**src/rtl/core_step_sequencer.sv**
```systemverilog
// Phase sequencer for the multi-phase RV32 core: one-cycle enable strobes per
// instruction phase, mul/div stall with timeout, run/step/halt, debug counters.
module core_step_sequencer #(
  parameter int MD_TIMEOUT = 64,
  parameter int CNT_W      = 32
) (
  input  logic             clk,
  input  logic             rst,
  input  logic             run,
  input  logic             step,
  input  logic             halt_req,
  input  logic             is_muldiv,
  input  logic             is_mem,
  input  logic             alu_complete,
  output logic             fetch_en,
  output logic             dec_en,
  output logic             alu_en,
  output logic             md_start,
  output logic             ram_en,
  output logic             reg_en,
  output logic             busy,
  output logic             halted,
  output logic             err_timeout,
  output logic [2:0]       state_o,
  output logic [CNT_W-1:0] cycle_cnt,
  output logic [CNT_W-1:0] retire_cnt
);

  localparam int MD_W = (MD_TIMEOUT > 1) ? $clog2(MD_TIMEOUT) : 1;
  localparam logic [MD_W-1:0] MD_LAST = MD_W'(MD_TIMEOUT - 1);

  typedef enum logic [2:0] {
    S_IDLE    = 3'd0,
    S_FETCH   = 3'd1,
    S_DECODE  = 3'd2,
    S_EXEC    = 3'd3,
    S_MD_WAIT = 3'd4,
    S_MEM     = 3'd5,
    S_WB      = 3'd6,
    S_HALT    = 3'd7
  } state_t;

  state_t            state_q, state_d;
  logic [MD_W-1:0]   md_cnt_q, md_cnt_d;
  logic              err_q, err_d;
  logic              fetch_q, dec_q, alu_q, md_start_q, ram_q, reg_q;
  logic              busy_q, halted_q;
  logic [CNT_W-1:0]  cycle_q, retire_q;

  // Next-state, mul/div wait counter and timeout flag.
  always_comb begin
    state_d  = state_q;
    md_cnt_d = md_cnt_q;
    err_d    = err_q;
    case (state_q)
      S_IDLE: begin
        if (run || step) state_d = S_FETCH;
        else             state_d = S_IDLE;
      end
      S_FETCH:  state_d = S_DECODE;
      S_DECODE: state_d = S_EXEC;
      S_EXEC: begin
        if (is_muldiv) begin
          state_d  = S_MD_WAIT;
          md_cnt_d = {MD_W{1'b0}};
        end else if (is_mem) begin
          state_d = S_MEM;
        end else begin
          state_d = S_WB;
        end
      end
      S_MD_WAIT: begin
        // Completion beats the timeout when both land in the same cycle.
        if (alu_complete) begin
          state_d = S_WB;
        end else if (md_cnt_q == MD_LAST) begin
          state_d = S_HALT;
          err_d   = 1'b1;
        end else begin
          md_cnt_d = md_cnt_q + {{(MD_W-1){1'b0}}, 1'b1};
        end
      end
      S_MEM: state_d = S_WB;
      S_WB: begin
        if (halt_req)  state_d = S_HALT;
        else if (run)  state_d = S_FETCH;
        else           state_d = S_IDLE;
      end
      S_HALT:  state_d = S_HALT;
      default: state_d = S_IDLE;
    endcase
  end

  // State, strobes and counters; strobes are decoded from the next state so
  // they line up with the cycle the state register holds that phase.
  always_ff @(posedge clk) begin
    if (rst) begin
      state_q    <= S_IDLE;
      md_cnt_q   <= {MD_W{1'b0}};
      err_q      <= 1'b0;
      fetch_q    <= 1'b0;
      dec_q      <= 1'b0;
      alu_q      <= 1'b0;
      md_start_q <= 1'b0;
      ram_q      <= 1'b0;
      reg_q      <= 1'b0;
      busy_q     <= 1'b0;
      halted_q   <= 1'b0;
      cycle_q    <= {CNT_W{1'b0}};
      retire_q   <= {CNT_W{1'b0}};
    end else begin
      state_q    <= state_d;
      md_cnt_q   <= md_cnt_d;
      err_q      <= err_d;
      fetch_q    <= (state_d == S_FETCH);
      dec_q      <= (state_d == S_DECODE);
      alu_q      <= (state_d == S_EXEC) || (state_d == S_MD_WAIT);
      md_start_q <= (state_d == S_EXEC) && is_muldiv;
      ram_q      <= (state_d == S_MEM);
      reg_q      <= (state_d == S_WB);
      busy_q     <= (state_d != S_IDLE) && (state_d != S_HALT);
      halted_q   <= (state_d == S_HALT);
      cycle_q    <= cycle_q + {{(CNT_W-1){1'b0}}, busy_q};
      if (state_q == S_WB) retire_q <= retire_q + {{(CNT_W-1){1'b0}}, 1'b1};
      else                 retire_q <= retire_q;
    end
  end

  assign fetch_en    = fetch_q;
  assign dec_en      = dec_q;
  assign alu_en      = alu_q;
  assign md_start    = md_start_q;
  assign ram_en      = ram_q;
  assign reg_en      = reg_q;
  assign busy        = busy_q;
  assign halted      = halted_q;
  assign err_timeout = err_q;
  assign state_o     = state_q;
  assign cycle_cnt   = cycle_q;
  assign retire_cnt  = retire_q;

endmodule

```
**config.mk**
```make
export PLATFORM = sky130hd
export DESIGN_NAME = core_step_sequencer
export DESIGN_NICKNAME = d
export VERILOG_FILES = /design/src/rtl/core_step_sequencer.sv
export SDC_FILE = /design/constraint.sdc
export NUM_CORES = 1
export LEC_CHECK = 0
export CORE_UTILIZATION = 39
export DETAILED_ROUTE_END_ITERATION = 7
export GPL_ROUTABILITY_DRIVEN = 0
export SLEW_MARGIN = 20
export SYNTH_ARGS = -nofsm -noshare
export SYNTH_HDL_FRONTEND = slang
export SYNTH_SLANG_ARGS = --single-unit
```
**constraint.sdc**
```tcl
create_clock -name clk -period 4.85 [get_ports clk]
set_input_delay 0.97 -clock clk [delete_from_list [all_inputs] [get_ports clk]]
set_output_delay 0.97 -clock clk [all_outputs]
set_load 0.02 [all_outputs]
```
# Yosys cells after proc, flatten, opt, wreduce, memory -nomap -nowiden
# Cells that the tools add are included.
[classes] add_sub_neg=3 n_mul=0 div=0 order_cmp=0 eq_ne=19 shifts=0 muxes=12 bitwise_logic=1 reduce_logical=9
[op_table] cell="$add A32 B1 Y32" count=1
[op_table] cell="$add A32 B1 Y32 const B" count=1
[op_table] cell="$eq A3 B3 Y1 const B" count=8
[op_table] cell="$pmux W3 S8" count=1
[op_table] cell="$mux W6" count=3
[op_table] cell="$eq A3 B2 Y1 const B" count=4
[op_table] cell="$pmux W6 S2" count=1
[op_table] cell="$mux W3" count=3
[op_table] cell="$add A6 B1 Y6 const B" count=1
[op_table] cell="$eq A3 B1 Y1 const B" count=2
[op_table] cell="$eq A6 B6 Y1 const B" count=1
[op_table] cell="$ne A2 B2 Y1 const B" count=3
[op_table] cell="$mux W2" count=2
[op_table] cell="$reduce_and A4 Y1" count=1
[op_table] cell="$logic_not A3 Y1" count=1
[op_table] cell="$ne A3 B3 Y1 const B" count=1
[op_table] cell="$reduce_and A3 Y1" count=1
[op_table] cell="$reduce_bool A3 Y1" count=1
[op_table] cell="$logic_and A1 B1 Y1" count=2
[op_table] cell="$logic_or A1 B1 Y1" count=2
[op_table] cell="$mux W1" count=2
[op_table] cell="$reduce_bool A2 Y1" count=1
[op_table] cell="$not A1 Y1" count=1
[word_totals] reg_bits=82 latchBits=0 ramBits=0 romBits=0 input_bits=8 out_inout_bits=76 wordCells=57 memories=0

# Longest topological paths before layout
[logic_depth] ltp_word=6 mapped_depth=7 depth_no_buf=6

# Least setup slack after synthesis
# No wires, ideal clock.
[synth_path] kind="register to register" startpoint="register retire_q[3] (netlist: retire_cnt[3])" endpoint="register retire_q[29] (netlist: retire_cnt[29])" setup_time_ns=0.070 t_arrival_ns=2.494 required_ns=4.780 slack_ns=2.286 path_stages_with_launch=8 path_buffers=2 period_less_slack_ns=2.564 path_cell_list="dfxtp_1 nand4_4 or4_1 buf_2 or4_4 buf_6 or3_1 a21oi_1"
[synth_between] elab_chain_len=1
[synth_rtl] element="start, declared" line="48" rtl="logic [CNT_W-1:0] cycle_q, retire_q;"
[synth_rtl] element="start signal, assigned" line="110" rtl="retire_q <= {CNT_W{1'b0}};"
[synth_rtl] element="start signal, assigned" line="124" rtl="if (state_q == S_WB) retire_q <= retire_q + {{(CNT_W-1){1'b0}}, 1'b1};"
[synth_rtl] element="start signal, assigned" line="125" rtl="else retire_q <= retire_q;"
[synth_rtl] element="$add A32 B1 Y32" line="124"
# Every way passes these cells.
# A chain may end at the register's enable or synchronous reset.

# Worst setup path in the final report
[layout_path] startpoint="register state_q[2] (netlist: state_o[2])" endpoint="register retire_q[27] (netlist: retire_cnt[27])"
[layout_between] elab_chain_len=1
[layout_rtl] element="start, declared" line="43" rtl="state_t state_q, state_d;"
[layout_rtl] element="start signal, assigned" line="112" rtl="state_q <= state_d;"
[layout_rtl] element="$eq A3 B3 Y1" line="124"
# Every way passes these cells.

==> results.cfg <==
[timing]
rsz0062_at_grt = no
max_freq_mhz = 362
setup_tns_ns = 0
worstMarginPinSlew_ns = 0.906
timing.final.crit_share_pct = 57.0
fin_crit_ns = 2.76
maxSlewViolCount = 0
finalHoldViolCount = 0
slew_headroom_pct = 39.6
holdWs_ns = 0.474
fin_skew_ns = 0.00858
setup_viol = 0

[place]
dp_hpwl_um = 5480
dp.cells = 594
port-buffer-count = 83
dpl_cell_area_mm2 = 0.00447

[floorplan]
floorplan.initialDensity_pct = 40.6
die_h_um = 97.8
die_area_mm2 = 0.00956
row_count = 34
coreArea_mm2 = 0.00881
fp.dieW_um = 97.8
pin_count = 84

[worst_setup_path]
cp_cell_sequence = and3b_1 > nand4_1 > or4_4 > or3_2 > a21oi_1
slowest_stage = or4_4
critical_path.startpoint_type = flip-flop
cpPeakStageDelay_ns = 0.76
critPathKind = reg -> reg
cp.required_ns = 5.13
crit_fanout = 14
crit_arrival_ns = 3.04
cp-end-kind = flip-flop

[global_routing]
grt_pass1_vias = 2754
grt_pass1_wl_um = 12700
grt_usage_pct = 16.4
grt_max_degree = 50
grt_overflow = 0
antenna_found_initial = 0

[run]
max_cap_viol_count = 0

[route]
viasPerCell = 5.19
drt_first_iter_violations = 116
antenna_left = 0
drc = 12
top_layer = met4
met2_length_um = 3450
finalWirelength_um = 7760
wl_met3_um = 442
vias = 3163
wl_met1_um = 3820
wl_per_cell_um = 12.7
dr.pass1.iters = 8

[clock_tree]
cts_setup_buffers = 0
cts-root-buf = clkbuf_8
cts_tree = done
cts_buffer_depth = 2
cts-buffers-inserted = 9
clock_latency_ns = 0.34
clk_pin_slew_ns = 0.08
hold_buffers = 0
cts-resized-gates = 0
clock_sinks = 82
cts_max_level = 3

[run_status]
violations = design-rule violations
status = complete, but fails checks

[power]
leakagePower_uw = 0.00155
vdd_drop_max_mv = 0.155
total_power_uw = 1310
power_density_mw_per_mm2 = 281

[synthesis]
synth.most_common_cell = dfxtp_1
netlist_instances = 419
yosysTopAreaCellShare_pct = 45.9
syn_nets = 431
synth_warnings = 0
synth-seq-cells = 82
async_flop_share_pct = 0
synth_top_cell_by_area = dfxtp_1
ys.flop_type = dfxtp_1
synthTopCellsByArea = dfxtp_1, nor2_1, xor2_1
synth_cell_type_count = 43
syn_area_mm2 = 0.00358
seq_area_frac_synth_pct = 45.9
synth_edf_count = 0
synth_common_cells = dfxtp_1, nor2_1, nand2_1, o21ai_0
syn_avg_cell_area_um2 = 8.53

[min_path]
hold_path_class = reg -> reg

[layout]
fin_area_mm2 = 0.00467
layout.nets = 509
syn_to_final_growth_pct = 30.5
drive_gt1_share_pct = 4.38
final_cells = 610
diodes = 0
## critical path: cells and delay by family (launching register included)
| family | cells | cell delay [ns] |
|---|---|---|
| AND/OR/NAND/NOR | 4 | 2.00 |
| flip-flops | 1 | 0.55 |
| AO/OA/AOI/OAI | 1 | 0.15 |
## path summary, 6_finish.rpt
path / end / slack [ns] / depth (start not counted) / start
min: err_timeout$_SDFFE_PP0P_ / 0.47 / 2 / err_timeout$_SDFFE_PP0P_
max: retire_cnt[27]$_SDFFE_PP0P_ / 2.09 / 5 / state_o[2]$_SDFF_PP0_
max reg2reg: retire_cnt[27]$_SDFFE_PP0P_ / 2.09 / 5 / state_o[2]$_SDFF_PP0_
min reg2reg: err_timeout$_SDFFE_PP0P_ / 0.47 / 2 / err_timeout$_SDFFE_PP0P_
## report_power, final
group | switching, uW | internal [uW]
Clock | 238 | 253
Sequential | 16.2 | 688
Combinational | 64.8 | 52.3
Total | 319 | 993
## area by class of cell
cell class,instances,area (um2)
Multi-Input combinational cell,307,1810
Clock inverter,4,51.3
Clock buffer,12,145
Inverter,13,48.8
Timing Repair Buffer,84,833
Tap cell,108,135
Fill cell,828,4140
Sequential cell,82,1640
## cell families after synthesis
group / after synthesis / synth area share, %
and+or+nand+nor: 196 / 28.5
AOI/OAI and AO/OA: 62 / 9.73
buffers and inverters: 30 / 3.39
muxes: 2 / 0.560
DFF: 82 / 45.9
xor gates and xnor gates: 43 / 10.5
adders and majority gates: 4 / 1.40
## routing by layer
metal	track usage (%)	vias up
met4	6.99	0
met1	22.5	1460
met5	0	-
met2	24.7	77
met3	3.72	4
li1	-	1622
## cells in the final DEF, fill, tap and decap left out, drive strengths merged, types with 2 or more instances in the layout
| cell type | instances |
|---|---|
| nand2b | 3 |
| xor2 | 22 |
| nor4 | 6 |
| nand2 | 25 |
| nand3 | 24 |
| o21ai | 25 |
| a21oi | 24 |
| o211ai | 2 |
| buf | 2 |
| or3 | 19 |
| clkdlybuf4s50 | 82 |
| or2 | 2 |
| or4 | 4 |
| clkbuf | 12 |
| a31oi | 2 |
| a21boi | 2 |
| inv | 13 |
| nor2 | 57 |
| clkinv | 2 |
| and4 | 5 |
| xnor2 | 21 |
| nand4 | 17 |
| nor2b | 5 |
| ha | 4 |
| nor3 | 15 |
| mux2i | 2 |
| and3 | 10 |
| dfxtp | 82 |
## sequential cells by signal (all words and copies together), names as in the netlist
name,flops
fetch_en,1
retire_cnt,32
busy,1
md_start,1
halted,1
dec_en,1
state_o,3
reg_en,1
cycle_cnt,32
ram_en,1
alu_en,1
md_cnt_q,6
err_timeout,1
## per-stage QoR
step | utilization, % | worst slack [ns]
6_report | 53.0 | 2.09
5_1_grt | 53.0 | 1.92
4_1_cts | 53.0 | 2.08
3_5_place_dp | 50.8 | 2.04
3_3_place_gp | 50.8 | 2.08
2_1_floorplan | - | 2.29
Note: power is estimated with default switching activity, not from simulation.
